`src/rtl/memory_bus_arbiter.sv`:
```
// memory_bus_arbiter
//   Round-robin arbiter that funnels NUM_CLIENTS request ports into one
//   memory request stream through a DEPTH-entry FIFO, and routes read
//   responses from memory back to per-client single-entry response slots.
//
// Ports
//   clk, rst_n                 clock, asynchronous active-low reset
//   cli_req_valid/write        per-client request valid and type (1 = write)
//   cli_req_addr/data          per-client address / write payload (slice i)
//   cli_req_ready              one-hot grant toward the clients
//   mem_req_*                  FIFO head presented to memory (valid/ready)
//   mem_rsp_*                  read response from memory (valid/ready, id, data)
//   cli_rsp_valid/ready/data   per-client response slot
//   fifo_count                 current FIFO occupancy
//   bad_id_err                 sticky flag: a response arrived with an unknown id
module memory_bus_arbiter #(
  parameter int NUM_CLIENTS = 4,
  parameter int ADDR_W      = 32,
  parameter int DATA_W      = 32,
  parameter int ID_W        = 4,
  parameter int DEPTH       = 4
) (
  input  logic                          clk,
  input  logic                          rst_n,
  input  logic [NUM_CLIENTS-1:0]        cli_req_valid,
  input  logic [NUM_CLIENTS-1:0]        cli_req_write,
  input  logic [NUM_CLIENTS*ADDR_W-1:0] cli_req_addr,
  input  logic [NUM_CLIENTS*DATA_W-1:0] cli_req_data,
  output logic [NUM_CLIENTS-1:0]        cli_req_ready,
  output logic                          mem_req_valid,
  input  logic                          mem_req_ready,
  output logic                          mem_req_write,
  output logic [ADDR_W-1:0]             mem_req_addr,
  output logic [DATA_W-1:0]             mem_req_data,
  output logic [ID_W-1:0]               mem_req_id,
  input  logic                          mem_rsp_valid,
  output logic                          mem_rsp_ready,
  input  logic [ID_W-1:0]               mem_rsp_id,
  input  logic [DATA_W-1:0]             mem_rsp_data,
  output logic [NUM_CLIENTS-1:0]        cli_rsp_valid,
  input  logic [NUM_CLIENTS-1:0]        cli_rsp_ready,
  output logic [NUM_CLIENTS*DATA_W-1:0] cli_rsp_data,
  output logic [$clog2(DEPTH+1)-1:0]    fifo_count,
  output logic                          bad_id_err
);

  localparam int RR_W  = $clog2(NUM_CLIENTS);
  localparam int PTR_W = $clog2(DEPTH);
  localparam int CNT_W = $clog2(DEPTH + 1);

  logic [RR_W-1:0]        r_rr;
  logic [PTR_W-1:0]       r_wptr;
  logic [PTR_W-1:0]       r_rptr;
  logic [CNT_W-1:0]       r_count;
  logic                   r_fifoWrite [DEPTH];
  logic [ADDR_W-1:0]      r_fifoAddr  [DEPTH];
  logic [DATA_W-1:0]      r_fifoData  [DEPTH];
  logic [ID_W-1:0]        r_fifoId    [DEPTH];
  logic [NUM_CLIENTS-1:0] r_rspValid;
  logic [DATA_W-1:0]      r_rspData   [NUM_CLIENTS];
  logic                   r_badId;

  logic                   w_pop;
  logic                   w_push;
  logic                   w_canGrant;
  logic                   w_found;
  logic [RR_W-1:0]        w_grantIdx;
  logic [NUM_CLIENTS-1:0] w_grant;
  logic                   w_idInRange;
  logic                   w_slotBusy;
  logic                   w_rspAccept;

  // A full FIFO can still accept when its head leaves in the same cycle.
  // Gating with rst_n keeps every grant low while reset is held.
  assign w_pop      = mem_req_valid & mem_req_ready;
  assign w_canGrant = rst_n && ((r_count < CNT_W'(DEPTH)) || w_pop);

  // Search for the first valid client starting at the round-robin pointer.
  always_comb begin
    w_found    = 1'b0;
    w_grantIdx = '0;
    w_grant    = '0;
    for (int k = 0; k < NUM_CLIENTS; k++) begin
      if (!w_found && cli_req_valid[(int'(r_rr) + k) % NUM_CLIENTS]) begin
        w_found    = 1'b1;
        w_grantIdx = RR_W'((int'(r_rr) + k) % NUM_CLIENTS);
      end
    end
    if (w_found && w_canGrant) begin
      w_grant[w_grantIdx] = 1'b1;
    end
  end

  assign cli_req_ready = w_grant;
  assign w_push        = |w_grant;

  // Pointer moves just past the winner so it gets lowest priority next time.
  always_ff @(posedge clk or negedge rst_n) begin
    if (!rst_n) begin
      r_rr <= '0;
    end else if (w_push) begin
      r_rr <= (int'(w_grantIdx) == NUM_CLIENTS - 1) ? '0 : w_grantIdx + RR_W'(1);
    end
  end

  // FIFO bookkeeping; DEPTH is a power of two so pointers wrap naturally.
  always_ff @(posedge clk or negedge rst_n) begin
    if (!rst_n) begin
      r_wptr  <= '0;
      r_rptr  <= '0;
      r_count <= '0;
    end else begin
      if (w_push) r_wptr <= r_wptr + PTR_W'(1);
      if (w_pop)  r_rptr <= r_rptr + PTR_W'(1);
      r_count <= r_count + CNT_W'(w_push) - CNT_W'(w_pop);
    end
  end

  // FIFO storage holds no control state, so it needs no reset.
  always_ff @(posedge clk) begin
    if (w_push) begin
      r_fifoWrite[r_wptr] <= cli_req_write[w_grantIdx];
      r_fifoAddr[r_wptr]  <= cli_req_addr[int'(w_grantIdx)*ADDR_W +: ADDR_W];
      r_fifoData[r_wptr]  <= cli_req_data[int'(w_grantIdx)*DATA_W +: DATA_W];
      r_fifoId[r_wptr]    <= ID_W'(w_grantIdx);
    end
  end

  assign mem_req_valid = (r_count != '0);
  assign mem_req_write = r_fifoWrite[r_rptr];
  assign mem_req_addr  = r_fifoAddr[r_rptr];
  assign mem_req_data  = r_fifoData[r_rptr];
  assign mem_req_id    = r_fifoId[r_rptr];
  assign fifo_count    = r_count;

  // Decode the response id; unknown ids are always accepted so they drain.
  always_comb begin
    w_idInRange = 1'b0;
    w_slotBusy  = 1'b0;
    for (int i = 0; i < NUM_CLIENTS; i++) begin
      if (mem_rsp_id == ID_W'(i)) begin
        w_idInRange = 1'b1;
        w_slotBusy  = r_rspValid[i];
      end
    end
  end

  assign mem_rsp_ready = !w_slotBusy;
  assign w_rspAccept   = mem_rsp_valid & mem_rsp_ready;

  // A slot being drained is never the target of a load in the same cycle,
  // because the busy slot holds mem_rsp_ready low.
  always_ff @(posedge clk or negedge rst_n) begin
    if (!rst_n) begin
      r_rspValid <= '0;
      r_badId    <= 1'b0;
    end else begin
      for (int i = 0; i < NUM_CLIENTS; i++) begin
        if (r_rspValid[i] && cli_rsp_ready[i]) begin
          r_rspValid[i] <= 1'b0;
        end else if (w_rspAccept && mem_rsp_id == ID_W'(i)) begin
          r_rspValid[i] <= 1'b1;
        end
      end
      if (w_rspAccept && !w_idInRange) begin
        r_badId <= 1'b1;
      end
    end
  end

  always_ff @(posedge clk) begin
    for (int i = 0; i < NUM_CLIENTS; i++) begin
      if (w_rspAccept && mem_rsp_id == ID_W'(i)) begin
        r_rspData[i] <= mem_rsp_data;
      end
    end
  end

  always_comb begin
    cli_rsp_data = '0;
    for (int i = 0; i < NUM_CLIENTS; i++) begin
      cli_rsp_data[i*DATA_W +: DATA_W] = r_rspData[i];
    end
  end

  assign cli_rsp_valid = r_rspValid;
  assign bad_id_err    = r_badId;

endmodule

```
`config.mk`:
```
export PLATFORM = sky130hd
export DESIGN_NAME = memory_bus_arbiter
export DESIGN_NICKNAME = d
export VERILOG_FILES = /design/src/rtl/memory_bus_arbiter.sv
export SDC_FILE = /design/constraint.sdc
export NUM_CORES = 1
export LEC_CHECK = 0
export CAP_MARGIN = 40
export CORE_MARGIN = 1
export CORE_UTILIZATION = 35
export DETAILED_ROUTE_END_ITERATION = 12
export PLACE_DENSITY = 0.69
export SYNTH_ARGS = -nofsm -noshare
export SYNTH_HDL_FRONTEND = slang
export SYNTH_SLANG_ARGS = --single-unit
```
`constraint.sdc`:
```
create_clock -name clk -period 6.01 [get_ports clk]
set_input_delay 1.202 -clock clk [delete_from_list [all_inputs] [get_ports clk]]
set_output_delay 1.202 -clock clk [all_outputs]
set_load 0.01 [all_outputs]
```
Yosys cells after proc, flatten, opt, wreduce, memory -nomap -nowiden
Memories as Yosys holds them, arrays and structs flattened.
Index checks and enable logic that the tools add are counted.
{"block": "op_classes", "n_addsub": 8, "n_lt_le_gt_ge": 7, "eq_ne": 4, "shift": 2, "muxes": 60, "bitwise": 5, "n_reduce_logical": 34}
{"cell": "indexed part select 128 x 8 -> 32 bit", "count": 2}
{"cell": "2-to-1 mux 32 bit", "count": 3}
{"cell": "OR reduction 32 bit", "count": 3}
{"cell": "2-to-1 mux 1 bit", "count": 42}
{"cell": "2-to-1 mux 2 bit", "count": 8}
{"cell": "logical AND 1 bit", "count": 15}
{"cell": "< comparator 3 x 4 -> 1 bit (second input constant)", "count": 3}
{"cell": "binary-select mux 1 bit (select 2 bit)", "count": 5}
{"cell": "adder 2 x 1 -> 2 bit (second input constant)", "count": 4}
{"cell": "== test 4 x 2 -> 1 bit (second input constant)", "count": 2}
{"cell": "nonzero test 2 bit", "count": 4}
{"cell": "< comparator 2 x 3 -> 1 bit (second input constant)", "count": 2}
{"cell": "OR reduction 2 bit", "count": 3}
{"cell": "logical NOT 1 bit", "count": 5}
{"cell": "adder 2 bit (second input constant)", "count": 2}
{"cell": "== test 4 x 1 -> 1 bit (second input constant)", "count": 1}
{"cell": "logical NOT 4 bit", "count": 1}
{"cell": "2-to-1 mux 4 bit", "count": 1}
{"cell": "OR reduction 4 bit", "count": 1}
{"cell": "adder 3 x 1 -> 3 bit", "count": 1}
{"cell": "AND 1 bit (first input constant)", "count": 3}
{"cell": "< comparator 3 bit (second input constant)", "count": 1}
{"cell": "nonzero test 3 bit", "count": 1}
{"cell": "subtractor 3 x 1 -> 3 bit", "count": 1}
{"cell": "other kinds (5)", "count": 6}
{"block": "totals", "regBits": 14, "ram_bits": 396, "in_bits": 308, "output_inout_bits": 211, "wordCells": 134, "mem_count": 5}
{"name": "r_fifoAddr", "words": 4, "width": 32, "read_ports": 1, "rd_clocked_by_memory_dff": 0, "write_ports": 1, "line": "56", "text": "logic [ADDR_W-1:0] r_fifoAddr [DEPTH];"}
{"name": "r_fifoData", "words": 4, "width": 32, "read_ports": 1, "rd_clocked_by_memory_dff": 0, "write_ports": 1, "line": "57", "text": "logic [DATA_W-1:0] r_fifoData [DEPTH];"}
{"name": "r_rspData", "words": 4, "width": 32, "read_ports": 4, "rd_clocked_by_memory_dff": 0, "write_ports": 1, "line": "60", "text": "logic [DATA_W-1:0] r_rspData [NUM_CLIENTS];"}
{"name": "r_fifoId", "words": 4, "width": 2, "read_ports": 1, "rd_clocked_by_memory_dff": 0, "write_ports": 1, "line": "58", "text": "logic [ID_W-1:0] r_fifoId [DEPTH];"}
{"name": "r_fifoWrite", "words": 4, "width": 1, "read_ports": 1, "rd_clocked_by_memory_dff": 0, "write_ports": 1, "line": "55", "text": "logic r_fifoWrite [DEPTH];"}

Logic depth before layout (Yosys ltp)
{"block": "logic_depth", "ltp_word": 22, "depth_mapped": 15, "ltp_nobuf": 14}

Least setup slack after synthesis
No wires, ideal clock.
{"block": "synth_path", "path_kind": "input -> register", "startpoint": "input port mem_rsp_id[3]", "endpoint": "memory r_rspData[1][0] (enable)", "setup_ns": 0.516, "t_arrival_ns": 4.873, "t_required_ns": 5.494, "slack_ns": 0.621, "cell_stages": 3, "n_path_buf": 0, "cell_sequence": "nor2_1 -> nand2_1 -> nor4b_1"}
{"block": "synth_via", "elab_chain_cells": 14, "elab_cells_between_ends": 31, "cone_classes": "eq/ne: 3; mux: 18; bitwise: 1; reduce/logical: 9"}
{"element": "start: declaration", "line": "38", "text": "input logic [ID_W-1:0] mem_rsp_id,"}
{"element": "logical NOT 4 bit", "line": "141, 173"}
{"element": "2-to-1 mux 1 bit (4 in series)", "line": "141", "text": "if (mem_rsp_id == ID_W'(i)) begin"}
{"element": "logical NOT 1 bit", "line": "148", "text": "assign mem_rsp_ready = !w_slotBusy;"}
{"element": "AND 1 bit", "line": "149", "text": "assign w_rspAccept = mem_rsp_valid & mem_rsp_ready;"}
{"element": "logical AND 1 bit", "line": "173", "text": "if (w_rspAccept && mem_rsp_id == ID_W'(i)) begin"}
{"element": "2-to-1 mux 1 bit", "line": "173"}
{"element": "2-to-1 mux 1 bit (not written as such)", "line": "174", "text": "r_rspData[i] <= mem_rsp_data;"}
{"element": "OR reduction 32 bit (no line)"}
{"element": "2-to-1 mux 2 bit (no line) or 2-to-1 mux 1 bit (tied branches) (3 in series)"}
{"element": "end: declaration", "line": "60"}
Parallel ways exist; a longest one is shown, timed or not.

Final worst setup path
{"block": "layout_path", "startpoint": "input port cli_req_valid[0]", "endpoint": "output port cli_req_ready[1]"}
{"block": "layout_via", "elab_chain_cells": 17, "elab_cells_between_ends": 32, "cone_classes": "order compare: 2; mux: 22; reduce/logical: 8"}
{"element": "start: declaration", "line": "25", "text": "input logic [NUM_CLIENTS-1:0] cli_req_valid,"}
{"element": "binary-select mux 1 bit (select 2 bit)", "line": "84", "text": "if (!w_found && cli_req_valid[(int'(r_rr) + k) % NUM_CLIENTS]) begin"}
{"element": "2-to-1 mux 1 bit (not written as such)", "line": "84"}
{"element": "2-to-1 mux 1 bit", "line": "84"}
{"element": "logical NOT 1 bit", "line": "84"}
{"element": "logical AND 1 bit", "line": "84"}
{"element": "2-to-1 mux 1 bit", "line": "84"}
{"element": "logical NOT 1 bit", "line": "84"}
{"element": "logical AND 1 bit", "line": "84"}
{"element": "2-to-1 mux 1 bit", "line": "84"}
{"element": "logical NOT 1 bit", "line": "84"}
{"element": "logical AND 1 bit", "line": "84"}
{"element": "2-to-1 mux 2 bit", "line": "84"}
{"element": "< comparator 2 x 3 -> 1 bit (not written as such) or greater-or-equal comparator 2 x 1 -> 1 bit (tied branches)", "line": "90", "text": "w_grant[w_grantIdx] = 1'b1;"}
{"element": "logical AND 1 bit (not written as such)", "line": "90"}
{"element": "2-to-1 mux 1 bit (not written as such)", "line": "90"}
{"element": "demux 1 bit (select 2 bit)", "line": "90"}
{"element": "2-to-1 mux 4 bit *", "line": "89", "text": "if (w_found && w_canGrant) begin"}
{"element": "end: declaration", "line": "29", "text": "output logic [NUM_CLIENTS-1:0] cli_req_ready,"}
Mark *: on every way between the ends. The rest lies on a longest branch, timed or not. The select of a mux whose other input is x is not followed.

==> flow_results.org <==
** Placement
- RePlAce Congestion :: 0.8084
- Port buffering added roughly 520 buffers.
- Detailed placement ended at an HPWL of between 30000 and 40000 um.
- Including well taps, the total number of placed cells is around 1900.
- In this run the cell area measured after placement is about 22000 um^2.

** Die
- Floorplan Core Area :: approximately 47000 um^2
- For this design the top-level I/O count stands at 519.
- Horizontal die dimension :: between 200 and 250 um
- Vertical extent of the die :: 219.3 um
- Cell Rows :: around 80
- Total die area :: roughly 48000 um^2
- Initial core utilization :: 0.3550

** Route
- Length of the first detailed-routing pass in iterations :: 4
- After detailed routing, the average wire length per cell comes to between 20 and 25 um.
- Wire length reported by the detailed router :: roughly 42000 um
- In this run, the number of DRC markers left after iteration 0 of detailed routing was between 400 and 500.
- After detailed routing, the number of vias per cell comes to ~4.8.
- After detailed routing, the number of remaining DRC violations is 0.
- Total via count in the routed design :: 9445
- In this run the remaining antenna-violating nets after routing total 0.

** STA
- Between clock sinks in the finished design, the worst skew comes to approximately 0.013 ns.
- Worst relative slew slack :: 0.4620
- The count of final hold-check violations was 0.
- Of the available clock period, the critical path in the final layout requires 0.8055.
- Peak Freq :: slightly above 200 MHz
- For the pin with the worst max-slew slack, the measured transition is a little over 0.8 ns.
- The final number of max-transition violations came to 0.
- Aggregate negative setup slack :: 0 ns
- The routed design could run at a clock period as short as 4.841 ns.
- Setup violations remaining at the end of the flow were counted as 0.
- Setup repair after global routing left no endpoint under its margin.

** Logic synthesis
- The number of different library cells used by synthesis comes to 40.
- The share of the synthesized area in compound gates (AO/OA/AOI/OAI) was 0.008555.
- In the synthesized netlist, the number of instances is approximately 790.
- The synthesized netlist occupies a cell area of approximately 17000 um^2.
- Yosys warning total :: 0
- Each instance of the synthesized netlist takes up on average roughly 21 um^2.
- Of the total synthesized cell area, the portion taken by AND, OR, NAND and NOR gates is 0.008328.
- Share of flip-flops with an asynchronous set or reset :: 0.03415
- Of the total synthesized cell area, the portion taken by full adders, half adders and majority gates is 0.006511.
- The most used flip-flop cell after synthesis is sky130_fd_sc_hd__edfxtp_1.
- Post-synth EDFFs :: ~400
- Of the post-synthesis cell area, the part taken by muxes is 0.2132.
- By area, the combinational part of the netlist is dominated by multiplexers.
- After synthesis the netlist holds a flip-flop and latch count of 410.
- Of the total synthesized cell area, the portion taken by XOR and XNOR cells is 0.002650.
- For this run, the register share of the synthesized area comes to 0.7408.

** Layout
- Fin area :: between 20000 and 25000 um^2
- Most frequent cells in the layout :: sky130_fd_sc_hd__clkdlybuf4s50_1, sky130_fd_sc_hd__edfxtp_1, sky130_fd_sc_hd__mux2i_1, sky130_fd_sc_hd__mux4_2, sky130_fd_sc_hd__clkbuf_16
- The repair_antennas step left the layout with diodes totalling 0.
- Area added between synthesis and finish :: 43.51%
- Leading cell type in the layout, fill and taps excluded :: sky130_fd_sc_hd__clkdlybuf4s50_1
- Count of placed standard cells in the final layout, fillers left out :: around 2000
- The net count of the finished layout is 1644.
- Of the cells placed in the final design, the portion with a size suffix greater than 1 is 0.1203.

** Global routing
- Maximum number of pins on one net before global-route repair :: a little over 90
- The first global-routing pass estimated 60660 um of wire.
- Final global-route overflow total :: 0
- Across every metal layer, demand over resource in global routing totals 0.1740.
- Via count of the first global-routing pass :: approximately 9800
- The number of antenna violations at the first check in global routing was 2.

** Power and ir drop
- Total power for the finished layout comes to about 9.6 mW.
- In this run the static leakage power is ~8.3 nW.
- Peak VDD IR :: around 260 uV
- Dividing total power by cell area gives a power density of between 400 and 500 nW/um^2.

** Clock tree
- At the later pin of the worst-skew pair, clock insertion delay measures around 0.56 ns.
- Clock slew at reported path FFs :: roughly 0.06 ns
- TritonCTS clock tree :: yes
- Buffers inserted during clock tree synthesis total 41.
- CTS placed an instance of sky130_fd_sc_hd__clkbuf_16 at the clock tree root.
- In this run the post-CTS setup repair buffer count came out at 0.
- Count of instances resized after the clock tree is built :: 0
- Number of hold-repair buffers added at the cts stage :: 0
- The clock drives 410 sinks.
- Number of buffers on the longest clock path :: 3
- The H-tree was split into 2 levels.

** Worst setup path
- In this design, the critical path's most frequently occurring cell is sky130_fd_sc_hd__clkdlybuf4s50_1.
- The number of cells on the worst reg-to-reg path is 7.
- Traced cell by cell, the critical path runs through clkdlybuf4s50_1, a21oi_2, o21a_1, o22ai_4, clkinv_4, nor3_2, clkdlybuf4s50_1.
- Of all nets on the critical path, the largest fanout is 45.
- Critical path arrival :: between 3 and 4 ns
- For the worst setup path, the data required time is 4.81 ns.
- The worst setup path is of the input port to output pin kind.
- In this design, the stage delay of the slowest critical-path cell is about 0.57 ns.
- Master of the slowest instance on the critical path :: sky130_fd_sc_hd__clkdlybuf4s50_1
- Kind of start point of the critical path :: input port
- STA classifies the critical path endpoint as an output pin.

** Job
- Number of violations of the max-capacitance limit :: 0

** Run status
- The flow ran to the end, and the final reports show no timing, DRC or antenna violations.

** Worst hold path
- HP Class :: flop to flop
- Counting instances, the worst hold path has a depth of 1.
-- Yosys cell counts, types with 2 or more instances --
cell / n / area, um^2
sky130_fd_sc_hd__edfxtp_1: 396 / 11890
sky130_fd_sc_hd__mux2i_1: 196 / 1962
sky130_fd_sc_hd__mux4_2: 68 / 1531
sky130_fd_sc_hd__buf_2: 18 / 90.09
sky130_fd_sc_hd__dfrtp_1: 14 / 350.3
sky130_fd_sc_hd__inv_1: 14 / 52.55
sky130_fd_sc_hd__buf_6: 9 / 101.4
sky130_fd_sc_hd__ha_1: 7 / 87.58
sky130_fd_sc_hd__and2_1: 6 / 37.54
sky130_fd_sc_hd__buf_4: 5 / 37.54
sky130_fd_sc_hd__clkbuf_1: 5 / 18.77
sky130_fd_sc_hd__a21o_1: 4 / 30.03
sky130_fd_sc_hd__nand2_1: 4 / 15.01
sky130_fd_sc_hd__nor2_1: 4 / 15.01
sky130_fd_sc_hd__xnor2_1: 4 / 35.03
sky130_fd_sc_hd__a21oi_1: 2 / 10.01
sky130_fd_sc_hd__clkbuf_4: 2 / 15.01
sky130_fd_sc_hd__inv_2: 2 / 7.510
sky130_fd_sc_hd__mux2_4: 2 / 30.03
sky130_fd_sc_hd__nor4_1: 2 / 12.51
sky130_fd_sc_hd__nor4b_1: 2 / 17.52
sky130_fd_sc_hd__o21ai_0: 2 / 10.01
-- path summary, 6_finish.rpt --
check	from	end	slack, ns
min reg2reg	bad_id_err	bad_id_err	0.48
max reg2reg	r_rr[1]	r_fifoAddr[2][2]	2.85
max in group asynchronous	rst_n	r_rptr[1]	4.45
max	cli_req_valid[0]	cli_req_ready[1]	1.17
min in group asynchronous	rst_n	fifo_count[2]	1.06
min	bad_id_err	bad_id_err	0.48
-- metrics by stage --
step	setup WS, ns	hold WS [ns]	util
2_1_floorplan	0.6210	0.5041	-
3_3_place_gp	1.140	0.4524	0.4812
3_5_place_dp	1.103	0.4747	0.4829
4_1_cts	1.101	0.4894	0.5094
5_1_grt	0.9503	0.5297	0.5094
6_report	1.169	0.4821	0.5094
-- cell type report --
| class | count | area [um^2] |
|---|---|---|
| Clock inverter | 18 | 165.2 |
| Multi-Input combinational cell | 321 | 4005 |
| Timing Repair Buffer | 538 | 5403 |
| Inverter | 16 | 67.56 |
| Tap cell | 607 | 759.5 |
| Fill cell | 3833 | 22840 |
| Clock buffer | 52 | 1067 |
| Sequential cell | 410 | 12250 |
-- flip-flops by register name, summed over array words and instances (netlist names) --
name / cells
r_rr: 2
r_wptr: 2
bad_id_err: 1
r_fifoAddr: 128
fifo_count: 3
r_fifoWrite: 4
r_rspData: 128
r_fifoData: 128
cli_rsp_valid: 4
r_rptr: 2
r_fifoId: 8
-- metal layers --
metal	vias up	track usage	wire, um
li1	4285	-	-
met1	4680	0.1972	15840
met2	416	0.3085	21910
met3	60	0.05766	3650
met4	4	0.05278	968
met5	-	0	27
-- power breakdown --
| part | switching (mW) | internal, mW | leakage, nW | total, mW |
|---|---|---|---|---|
| logic | 1.65 | 1.67 | 3.97 | 3.32 |
| clock network | 1.03 | 1.35 | 0.597 | 2.38 |
| registers | 0.125 | 3.78 | 3.76 | 3.90 |
-- logic make-up after synthesis --
group,count (synthesis)
AOI/OAI and AO/OA,17
adders and majority gates,8
other,1
xor gates and xnor gates,5
DFF,410
buffers and inverters,56
muxes,266
and+or+nand+nor,23
-- critical path, delay by kind of cell --
kind            cells  cell delay (ns)
buf+inv             3             1.58
compound gates      3             0.50
simple gates        1             0.34
No activity file was read; power rests on OpenSTA's default activity.
